[src/rtl/ps2_host_tx.sv]
// PS/2 host-to-device transmitter: request-to-send, 11-bit frame shifted out
// on the device clock, ACK check and wait for bus idle.
// Optional macro PS2_TX_TIMEOUT_EN adds a per-transaction watchdog that starts
// when the host releases the clock line.
module ps2_host_tx #(
   parameter int INHIBIT_CYCLES = 5000,
   parameter int SETUP_CYCLES   = 50,
   parameter int TIMEOUT_CYCLES = 750000
) (
   input  logic       CLK,
   input  logic       RST,
   input  logic       TX_Start_Sig,
   input  logic [7:0] TX_Data,
   input  logic       PS2_CLK_Pin_In,
   input  logic       PS2_Data_Pin_In,
   output logic       PS2_CLK_OE,
   output logic       PS2_Data_OE,
   output logic       TX_Busy,
   output logic       TX_Done_Sig,
   output logic       TX_Err_Sig
);

   localparam int CNT_MAX = (INHIBIT_CYCLES > SETUP_CYCLES) ? INHIBIT_CYCLES : SETUP_CYCLES;
   localparam int CNT_W   = $clog2(CNT_MAX + 1);

   typedef enum logic [2:0] {IDLE, INHIBIT, RTS, SEND, ACK, WAIT_IDLE} state_t;

   state_t           state, state_n;
   logic [CNT_W-1:0] cnt, cnt_n;
   logic [3:0]       idx, idx_n;
   logic [7:0]       data, data_n;
   logic             par, par_n;
   logic             clk_oe_n, data_oe_n, busy_n, done_n, err_n;

   // Pin synchronisers; the extra clock-stage tap gives the falling-edge flag
   logic clk_meta, clk_sync, clk_prev, dat_meta, dat_sync;
   logic fe;

`ifdef PS2_TX_TIMEOUT_EN
   localparam int WD_W = $clog2(TIMEOUT_CYCLES + 1);
   logic [WD_W-1:0] wd, wd_n;
`endif

   assign fe = clk_prev & ~clk_sync;

   // Two-stage synchronisers, reset to the idle (high) bus level
   always_ff @(posedge CLK) begin
      if (RST) begin
         clk_meta <= 1'b1;
         clk_sync <= 1'b1;
         clk_prev <= 1'b1;
         dat_meta <= 1'b1;
         dat_sync <= 1'b1;
      end else begin
         clk_meta <= PS2_CLK_Pin_In;
         clk_sync <= clk_meta;
         clk_prev <= clk_sync;
         dat_meta <= PS2_Data_Pin_In;
         dat_sync <= dat_meta;
      end
   end

   // State, datapath and registered outputs
   always_ff @(posedge CLK) begin
      if (RST) begin
         state       <= IDLE;
         cnt         <= '0;
         idx         <= '0;
         data        <= '0;
         par         <= 1'b0;
         PS2_CLK_OE  <= 1'b0;
         PS2_Data_OE <= 1'b0;
         TX_Busy     <= 1'b0;
         TX_Done_Sig <= 1'b0;
         TX_Err_Sig  <= 1'b0;
`ifdef PS2_TX_TIMEOUT_EN
         wd          <= '0;
`endif
      end else begin
         state       <= state_n;
         cnt         <= cnt_n;
         idx         <= idx_n;
         data        <= data_n;
         par         <= par_n;
         PS2_CLK_OE  <= clk_oe_n;
         PS2_Data_OE <= data_oe_n;
         TX_Busy     <= busy_n;
         TX_Done_Sig <= done_n;
         TX_Err_Sig  <= err_n;
`ifdef PS2_TX_TIMEOUT_EN
         wd          <= wd_n;
`endif
      end
   end

   // Next-state and next-output logic
   always_comb begin
      state_n   = state;
      cnt_n     = cnt;
      idx_n     = idx;
      data_n    = data;
      par_n     = par;
      clk_oe_n  = PS2_CLK_OE;
      data_oe_n = PS2_Data_OE;
      busy_n    = TX_Busy;
      done_n    = 1'b0;
      err_n     = 1'b0;
      case (state)
         IDLE: begin
            if (TX_Start_Sig) begin
               data_n   = TX_Data;
               par_n    = ~^TX_Data;
               clk_oe_n = 1'b1;
               busy_n   = 1'b1;
               cnt_n    = '0;
               state_n  = INHIBIT;
            end
         end
         INHIBIT: begin
            if (cnt == CNT_W'(INHIBIT_CYCLES - 1)) begin
               cnt_n     = '0;
               data_oe_n = 1'b1;
               state_n   = RTS;
            end else begin
               cnt_n = cnt + CNT_W'(1);
            end
         end
         RTS: begin
            // data held low here doubles as the start bit once clock is released
            if (cnt == CNT_W'(SETUP_CYCLES - 1)) begin
               cnt_n    = '0;
               clk_oe_n = 1'b0;
               idx_n    = '0;
               state_n  = SEND;
            end
         else begin
               cnt_n = cnt + CNT_W'(1);
            end
         end
         SEND: begin
            if (fe) begin
               idx_n = idx + 4'd1;
               if (idx < 4'd8) begin
                  data_oe_n = ~data[idx[2:0]];
               end else if (idx == 4'd8) begin
                  data_oe_n = ~par;
               end else begin
                  data_oe_n = 1'b0;  // stop bit: release data
                  state_n   = ACK;
               end
            end
         end
         ACK: begin
            if (fe) begin
               if (!dat_sync) begin
                  state_n = WAIT_IDLE;
               end else begin
                  err_n   = 1'b1;
                  busy_n  = 1'b0;
                  state_n = IDLE;
               end
            end
         end
         WAIT_IDLE: begin
            if (clk_sync && dat_sync) begin
               done_n  = 1'b1;
               busy_n  = 1'b0;
               state_n = IDLE;
            end
         end
         default: state_n = IDLE;
      endcase
`ifdef PS2_TX_TIMEOUT_EN
      // watchdog overrides any edge-driven decision made above
      wd_n = '0;
      if (state == SEND || state == ACK || state == WAIT_IDLE) begin
         if (wd == WD_W'(TIMEOUT_CYCLES - 1)) begin
            clk_oe_n  = 1'b0;
            data_oe_n = 1'b0;
            done_n    = 1'b0;
            err_n     = 1'b1;
            busy_n    = 1'b0;
            state_n   = IDLE;
         end else begin
            wd_n = wd + WD_W'(1);
         end
      end
`endif
   end

endmodule

[config.mk]
export PLATFORM = sky130hd
export DESIGN_NAME = ps2_host_tx
export DESIGN_NICKNAME = d
export VERILOG_FILES = /design/src/rtl/ps2_host_tx.sv
export SDC_FILE = /design/constraint.sdc
export NUM_CORES = 1
export LEC_CHECK = 0
export CELL_PAD_IN_SITES_DETAIL_PLACEMENT = 1
export CELL_PAD_IN_SITES_GLOBAL_PLACEMENT = 2
export CORE_ASPECT_RATIO = 1.25
export CORE_MARGIN = 1
export CORE_UTILIZATION = 25
export DETAILED_ROUTE_END_ITERATION = 10
export GPL_TIMING_DRIVEN = 1
export PLACE_DENSITY = 0.64
export SLEW_MARGIN = 0
export SYNTH_ARGS = -nofsm -noshare
export SYNTH_HDL_FRONTEND = slang
export SYNTH_SLANG_ARGS = --single-unit
[constraint.sdc]
create_clock -name CLK -period 2.9 [get_ports CLK]
set_input_delay 0.87 -clock CLK [delete_from_list [all_inputs] [get_ports CLK]]
set_output_delay 0.87 -clock CLK [all_outputs]
set_load 0.1 [all_outputs]
==> results.md, run 1 <==
- Status: completed
- Yosys warns: 0
- Ratio of cells with drive above 1 in the final layout: 0.128
- Crit share post-route: 0.772
- Crit path max-delay cell type: clkdlybuf4s50_1
- Most instantiated library cell after synthesis: dfxtp_1
- Crit path cell chain: clkdlybuf4s50_1 -> nor2b_1 -> a2111o_1 -> nand4_2 -> or3b_1 -> a21oi_1
- RSZ-0062 raised after global routing: no
- Peak VDD IR: 0.308 mV
- Worst skew pair latency: 0.29 ns
- Avg Cell Area, Syn: 8.69 µm²
- Post-Syn Nets: 250
- Startpoint types: primary input
- NumNets Final: between 200 and 300
- Clock skew: 0.00435 ns
- Type of the worst min-delay path: flip-flop to flip-flop
- Worst slew margin: 0.613
- Synth async-reset ratio: 0
- Pleak: ~0.84 nW
- CP delay by family, top: simple AND/OR/NAND/NOR gates
- Peak Freq: 446 MHz
- Critical path endpoint category: flip-flop
- Sequential fraction of the synthesis area: 0.387
- Row count: 36
- CP required: 3.13 ns
- Die width: 82.3 µm
- P per Cell Area: 714 mW/mm²
- Multi-input combinational cell area: about 0.0012 mm²
- Top cells by area, synth: dfxtp_1 (39%), nand2_1 (6.0%), xnor2_1 (5.6%)
- Post-synth EDFFs: 0
- CTS Buf Count: 5
- # DRC: 0
- Vias in the first global route: 1742
- Max_cap viols: 0
- Root Buffer: clkbuf_8
- Routed vias: 1684
- Iteration-0 DRC Markers: 36
- Hold Buf Count CTS: 0
- Global route overflow: 0
- Final hold violation count: 0
- Longest Clk Path Bufs: 2
- Largest fanout on the critical path: 6
- Gpl congestion: ~0.74
- Critical path class: primary input to flip-flop
- Detailed Routing Iterations Pass 1: 4
- CTS sink count: 39
- WL final: 5180 µm
- CTS tree: yes
- Full die area: 0.00843 mm²
- Post-Syn Instances: roughly 230
- Port bufs: 17
- Seq. cell area: 781 µm²
- Area grow syn2layout: 19.0%
- Worst Tran Pin Value: 0.580 ns
- Area of the core: roughly 0.0078 mm²
- Starting Density: 0.259
- GRT Overall Usage: 0.140
- First-pass GRT wire length: 8740 µm
- Worst EP arrival: 2.47 ns
- Primary FF master, synth: dfxtp_1
- HPWL after DPL: 3860 µm
- Share of the synthesized area in the top cell type: 0.387
- Initial antenna violation count: 0
- Final Setup Violations: 0
- Die height: 102 µm
- Synth top cells by count: dfxtp_1 (39), nand2_1 (32), nor2_1 (20)
- Routed length per instance: 15.0 µm
- Final Max Tran Viols: 0
- #FFs+latches synth: 39
- H-tree levels: 2
- Post-DR vias/cell: between 4 and 5
- Post-CTS sizing: 0
- Remaining antenna violation count: 0
- Clk pin slew, worst setup/hold paths: 0.07 ns
- WP buf/inv: 1
- Mapped Area: 0.00202 mm²
- Synth area leader: dfxtp_1
- IO Pins: 18
- Post-CTS Setup Bufs: 0
- Crit path time final: 2.24 ns
- Max stage delay on crit path: 0.55 ns
- Netlist cell types: 51
- Post-layout util: 0.308
- Largest net degree at the start of global routing: 19
- Ant diodes: 0
- Fill cells: about 950
- Setup TNS: 0 ns
## metrics by stage
stage	power (mW)	worst slack [ns]	hold WS (ns)	area [µm²]	instances
floorplan	1.04	0.946	0.389	2020	232
global placement	1.18	0.390	0.391	2270	337
detailed placement	1.19	0.363	0.401	2270	337
CTS	1.75	0.650	0.420	2400	345
global route	1.83	0.488	0.444	2400	345
finish	1.71	0.660	0.414	2400	345
## worst paths after layout
path / start / end / slack (ns) / cells past startpoint
max: TX_Start_Sig / state[0] / 0.66 / 6
min: clk_meta / clk_sync / 0.41 / 1
max reg2reg: state[1] / cnt[11] / 0.68 / 5
min reg2reg: clk_meta / clk_sync / 0.41 / 1
## flip-flops by register name, indices dropped and copies added (netlist names), 3 cells and up
register / count
data: 8
state: 3
cnt: 13
idx: 4
## layout make-up
cell class,instances,area share
inverter,5,0.00782
clock inverter,2,0.0250
multi-input combinational,177,0.484
timing repair buffer,21,0.0782
clock buffer,6,0.0303
tap,95,0.0496
sequential,39,0.326
## power breakdown
| group | switching, mW | total [mW] | internal, mW |
|---|---|---|---|
| registers | 0.0752 | 0.667 | 0.592 |
| logic | 0.307 | 0.502 | 0.196 |
| clock network | 0.198 | 0.542 | 0.344 |
| total | 0.580 | 1.71 | 1.13 |
## kinds of logic after synthesis
logic type                 after synthesis  share of synthesized area
xor gates and xnor gates                18                     0.0782
DFF                                     39                      0.387
muxes                                    3                     0.0273
adders and majority gates                5                     0.0310
AOI/OAI and AO/OA                       48                      0.166
buffers and inverters                   16                     0.0372
and+or+nand+nor                        103                      0.273
## worst reg2reg max path, stage by stage, from the launching register on
cell and delay, ns:
dfxtp_1 0.69, nor3b_1 0.54, o31ai_4 0.18, and2_2 0.23, nor2_1 0.35, a22o_1 0.19
## layout by cell type (no fill, tap or decap), drive strengths merged, types with 6 or more instances in the layout
master          n
dfxtp          39
nand2          32
nor2           20
a21oi          19
xnor2          13
clkdlybuf4s50  12
nor3           10
buf             9
or2             6
o31ai           6
clkbuf          6
## metal layers
| metal | wire length [µm] | up-vias | share of wire | track usage |
|---|---|---|---|---|
| li1 | - | 857 | - | - |
| met1 | 2340 | 803 | 0.45 | 0.155 |
| met5 | 0 | - | 0 | 0 |
| met4 | 92 | 0 | 0.018 | 0.0567 |
| met2 | 2620 | 17 | 0.51 | 0.256 |
| met3 | 127 | 7 | 0.025 | 0.0295 |
Power figures use the tool's default switching activity.
==> run 2: changes to the inputs <==
--- a/config.mk
+++ b/config.mk
@@ -12,7 +12,7 @@
 export CORE_UTILIZATION = 25
 export DETAILED_ROUTE_END_ITERATION = 10
 export GPL_TIMING_DRIVEN = 1
-export PLACE_DENSITY = 0.64
+export PLACE_DENSITY = 0.67
 export SLEW_MARGIN = 0
 export SYNTH_ARGS = -nofsm -noshare
 export SYNTH_HDL_FRONTEND = slang
==> constraint.sdc (replaced) <==
create_clock -name CLK -period 1.9 [get_ports CLK]
set_input_delay 0.57 -clock CLK [delete_from_list [all_inputs] [get_ports CLK]]
set_output_delay 0.57 -clock CLK [all_outputs]
set_load 0.1 [all_outputs]
==> run 2 against run 1 <==
  * Die area stayed put
  * The flow now finishes with violations (negative setup slack)
  * Sequential share of layout area down 3.9 points
  * First-iteration DRC count decreased by 28%
  * Critical endpoint unchanged
==> results.md, run 2 (synthesis results as in run 1) <==
- RSZ-0062 raised after global routing: yes
- Largest net degree at the start of global routing: 20
- Crit path time final: about 1.9 ns
- Die height: 102 µm
- Hold Buf Count CTS: 0
- CP required: 2.13 ns
- Vias in the first global route: around 1800
- Iteration-0 DRC Markers: 26
- FF-to-FF Start: cnt[1]
- Clk pin slew, worst setup/hold paths: around 0.080 ns
- CTS tree: yes
- Starting Density: 0.259
- Post-route setup slack: -0.0277 ns
- Final hold violation count: 0
- Full die area: 0.00843 mm²
- WL final: 5470 µm
- Crit share post-route: 1.01
- Worst skew pair latency: 0.29 ns
- Detailed Routing Iterations Pass 1: 4
- Type of the worst min-delay path: flip-flop to flip-flop
- Post-layout util: 0.351
- CTS sink count: 39
- Routed length per instance: around 15 µm
- NumNets Final: 298
- CTS Buf Count: 5
- H-tree levels: 2
- Worst reg2reg path endpoint: state[0]
- Final Setup Violations: 1
- Largest fanout on the critical path: 3
- Largest regs: cnt x13, data x8, idx x4
- Non-Filler Instances: 376
- Root Buffer: clkbuf_8
- HPWL after DPL: 4110 µm
- Die width: 82.3 µm
- Critical path endpoint category: flip-flop
- IO Pins: 18
- Post-DR vias/cell: 4.83
- Reg-to-reg setup timing slack: -0.03 ns
- Setup TNS: -0.0277 ns
- Initial antenna violation count: 0
- Max_cap viols: 0
- Ant diodes: 0
- First-pass GRT wire length: 8910 µm
- Routed vias: 1817
- Worst slew margin: 0.755
- Status: finished with violations
- Max reg flops: 13
- Longest Clk Path Bufs: 2
- Final total power: 2.66 mW
- Violated checks: negative setup slack
- Commonest non-fill, non-tap cells in the layout: dfxtp_1 (37), nand2_1 (32), buf_4 (32)
- Ratio of cells with drive above 1 in the final layout: 0.263
- Most common library cell in the layout ignoring fill and taps: dfxtp_1
- Worst setup endpoint: state[0]
- Row count: 36
- Fill cells: 900
- # DRC: 0
- Area of the core: 0.00779 mm²
- Worst EP arrival: 2.16 ns
- Critical path class: flip-flop to flip-flop
- Hold Path Depth: 1
- Most flop-heavy register: cnt
- Peak Freq: 519 MHz
- Setup crit start: cnt[1]
- P per Cell Area: 971 mW/mm²
- Area grow syn2layout: 35.8%
- GRT Overall Usage: 0.142
- Reg2Reg Depth: 7
- Peak VDD IR: roughly 0.45 mV
- Gpl congestion: 0.744
- Port bufs: 17
- Placed insts: ~370
- Final Max Tran Viols: 0
- Clock skew: 0.00497 ns
- Dpl ws: -0.159 ns
- Pleak: 1.00 nW
- Global route overflow: 0
- Worst Tran Pin Value: 0.366 ns
- Startpoint types: flip-flop
- Remaining antenna violation count: 0
-- run 2: cell count changes in the layout (fill, tap and decap cells not counted), moves of 2 or more --
cell	delta
buf_12	+6
buf_4	+23
buf_6	+2
bufinv_16	-2
dfxtp_1	-2
dfxtp_2	+2
ha_1	-2
ha_4	+2
nor2_1	-2
o21ai_0	-2
o21ai_1	+2
-- run 2: worst min path at each step --
stage / from / end / slack [ns]
floorplan: clk_meta / clk_sync / 0.39
global placement: clk_meta / clk_sync / 0.39
detailed placement: clk_meta / clk_sync / 0.40
CTS: clk_meta / clk_sync / 0.42
global route: dat_meta / dat_sync / 0.43
finish: clk_meta / clk_sync / 0.41
-- run 2: layer usage --
metal	up-vias	track usage	routed length, µm
met3	6	0.0268	128
met5	-	0	0
met2	19	0.254	2810
li1	926	-	-
met1	866	0.168	2460
met4	0	0.0445	67
-- run 2: power by group --
group / switching (mW) / internal (mW)
combinational: 0.608 / 0.525
clock: 0.301 / 0.258
sequential: 0.0591 / 0.906
-- run 2: worst max-delay path, stage by stage, from the launching register on --
cell and delay [ns]:
dfxtp_2 0.33, inv_2 0.07, ha_4 0.12, or4b_4 0.46, o31ai_4 0.23, nand4_2 0.12
or3b_1 0.41, a21oi_2 0.12
-- run 2: cell type report --
| cell class | instances | area [µm²] | share of cell area |
|---|---|---|---|
| clock inverter | 1 | 5.00 | 0.00183 |
| tap | 95 | 119 | 0.0434 |
| timing repair buffer | 52 | 503 | 0.184 |
| clock buffer | 7 | 76.3 | 0.0279 |
| inverter | 5 | 18.8 | 0.00686 |
| multi-input combinational | 177 | 1230 | 0.450 |
| sequential | 39 | 783 | 0.286 |
-- run 2: repair_timing --
action                     CTS  global route
gates cloned                 0             0
setup endpoints to repair    8            17
pin swaps                    4             5
setup buffers                0             3
gates resized for setup      7            11
-- run 2: stage by stage --
step,hold WS [ns],instance area (µm²)
floorplan,0.389,2020
global placement,0.391,2550
detailed placement,0.398,2550
CTS,0.417,2660
global route,0.432,2740
finish,0.412,2740
==> run 3: changes to the inputs <==
--- a/config.mk
+++ b/config.mk
@@ -8,11 +8,11 @@
 export CELL_PAD_IN_SITES_DETAIL_PLACEMENT = 1
 export CELL_PAD_IN_SITES_GLOBAL_PLACEMENT = 2
 export CORE_ASPECT_RATIO = 1.25
-export CORE_MARGIN = 1
 export CORE_UTILIZATION = 25
 export DETAILED_ROUTE_END_ITERATION = 10
 export GPL_TIMING_DRIVEN = 1
 export PLACE_DENSITY = 0.67
+export SKIP_CTS_REPAIR_TIMING = 1
 export SLEW_MARGIN = 0
 export SYNTH_ARGS = -nofsm -noshare
 export SYNTH_HDL_FRONTEND = slang
==> run 3 against run 2 <==
  * The flow still finishes with violations (negative setup slack)
  * Global-route usage decreased by 0.11 points
  * Critical path depth unchanged
  * Clock-buffer cell count unchanged
  * Fmax about the same
  * Sequential cell count unchanged
  * Wire length decreased by 1.2%
  * Critical path type unchanged
==> results.md, run 3 (synthesis results as in run 1) <==
- Largest regs: cnt x13, data x8, idx x4
- Critical path endpoint category: flip-flop
- Area of the core: 0.00779 mm²
- Reg2Reg Depth: 7
- Seq pwr share: 0.369
- Most flop-heavy register: cnt
- HPWL after DPL: slightly above 4000 µm
- Area grow syn2layout: 34.3%
- Post-layout util: 0.347
- Initial antenna violation count: 0
- Crit share post-route: 1.02
- Routed vias: approximately 1800
- Routed length per instance: 14.5 µm
- Longest Clk Path Bufs: 2
- Starting Density: 0.259
- Critical path class: flip-flop to flip-flop
- Sw Ratio: 0.364
- Clock skew: 0.00720 ns
- Vias in the first global route: 1826
- Max_cap viols: 0
- Status: finished with violations
- Reg-to-reg setup timing slack: -0.03 ns
- Most common library cell in the layout ignoring fill and taps: dfxtp_1
- WL final: 5410 µm
- Hold Path Depth: 1
- Final Max Tran Viols: 0
- CTS sink count: 39
- H-tree levels: 2
- Die height: 102 µm
- Internal power: 1.66 mW
- Fill cells: 900
- FF-to-FF Start: cnt[1]
- Full die area: 0.00843 mm²
- Ratio of cells with drive above 1 in the final layout: 0.258
- Largest fanout on the critical path: 3
- RSZ-0062 raised after global routing: yes
- Clk pin slew, worst setup/hold paths: 0.08 ns
- Worst skew pair latency: between 0.2 and 0.3 ns
- Detailed Routing Iterations Pass 1: 4
- Clock power share: 0.214
- Startpoint types: flip-flop
- Violated checks: negative setup slack
- Row count: 36
- Max reg flops: 13
- Die width: 82.3 µm
- Worst Tran Pin Value: 0.369 ns
- Worst EP arrival: 2.16 ns
- Hold slack: 0.412 ns
- Post-DR vias/cell: ~4.8
- Largest net degree at the start of global routing: 20
- Peak Freq: 518 MHz
- Hold_sp: clk_meta
- NetSw: 0.953 mW
- Type of the worst min-delay path: flip-flop to flip-flop
- # DRC: 0
- GRT Overall Usage: 0.141
- Final hold violation count: 0
- Post-route setup slack: -0.0295 ns
- CP required: approximately 2.1 ns
- Final Setup Violations: 1
- First-pass GRT wire length: 8820 µm
- Comb pwr share: 0.417
- Gpl congestion: 0.744
- Iteration-0 DRC Markers: 35
- Ant diodes: 0
- IO Pins: 18
- Root Buffer: clkbuf_8
- P per Cell Area: 966 mW/mm²
- Post-Layout Inst Area: 0.00271 mm²
- Worst reg2reg path endpoint: state[0]
- CTS Buf Count: 5
- Hold Path End: clk_sync
- Port bufs: 17
- Remaining antenna violation count: 0
- Peak VDD IR: 0.449 mV
- Worst slew margin: 0.753
- NumNets Final: 296
- Pleak: 0.988 nW
- Crit path time final: around 1.9 ns
- Commonest non-fill, non-tap cells in the layout: dfxtp_1 (37), nand2_1 (32), buf_4 (31)
- Post-detailed-placement cell area: 0.00255 mm²
- Global route overflow: 0
- CTS tree: yes
-- run 3: changes by cell type in the layout (fill, tap and decap cells not counted) --
cell    change
and2_2      +1
and2_4      -1
buf_4       -1
buf_6       -1
ha_2        +1
ha_4        -1
-- run 3: how the worst max path moves through the flow --
stage                            start  endpoint  slack [ns]  depth (start not counted)
after CTS                       cnt[0]   cnt[10]       -0.11                          8
after detailed placement  TX_Start_Sig  state[0]       -0.16                          6
final                           cnt[1]  state[0]       -0.03                          7
after floorplan                 cnt[1]  state[0]      -0.001                          7
after global routing            cnt[1]  state[0]       -0.14                          8
after global placement    TX_Start_Sig  state[0]       -0.12                          6
-- run 3: power groups by stage --
stage          registers (mW)  clock network (mW)  logic (mW)
2_1_floorplan            1.06                   0       0.538
3_3_place_gp            0.976                   0        1.01
3_5_place_dp            0.979                   0        1.03
4_1_cts                 0.960               0.586        1.03
5_1_grt                 0.976               0.618        1.19
6_report                0.965               0.559        1.09
-- run 3: worst max-delay path, stage by stage, from the launching register on --
cell,delay (ns)
dfxtp_2,0.33
inv_2,0.06
ha_4,0.12
or4b_4,0.46
o31ai_4,0.23
nand4_2,0.14
or3b_1,0.40
a21oi_2,0.12
-- run 3: stage by stage --
step | power (mW) | cells | setup WS (ns) | setup TNS (ns)
6_report | 2.62 | 374 | -0.0295 | -0.0295
2_1_floorplan | 1.59 | 232 | -0.00102 | -0.00102
4_1_cts | 2.57 | 373 | -0.112 | -0.634
3_5_place_dp | 2.01 | 365 | -0.159 | -1.87
3_3_place_gp | 1.99 | 365 | -0.123 | -1.56
5_1_grt | 2.79 | 374 | -0.144 | -0.407
-- run 3: final cells by class --
| class | instances | area, µm² | area share |
|---|---|---|---|
| multi-input combinational | 177 | 1220 | 0.451 |
| sequential | 39 | 783 | 0.289 |
| timing repair buffer | 50 | 484 | 0.179 |
| tap | 95 | 119 | 0.0439 |
| clock buffer | 7 | 76.3 | 0.0282 |
| inverter | 5 | 18.8 | 0.00693 |
| clock inverter | 1 | 5.00 | 0.00185 |
-- run 3: routing by layer --
| layer | global-route usage | part of all wire | vias up |
|---|---|---|---|
| met5 | 0 | 0 | - |
| met4 | 0.0445 | 0.012 | 0 |
| met1 | 0.167 | 0.45 | 866 |
| met3 | 0.0268 | 0.021 | 6 |
| li1 | - | - | 918 |
| met2 | 0.251 | 0.52 | 17 |
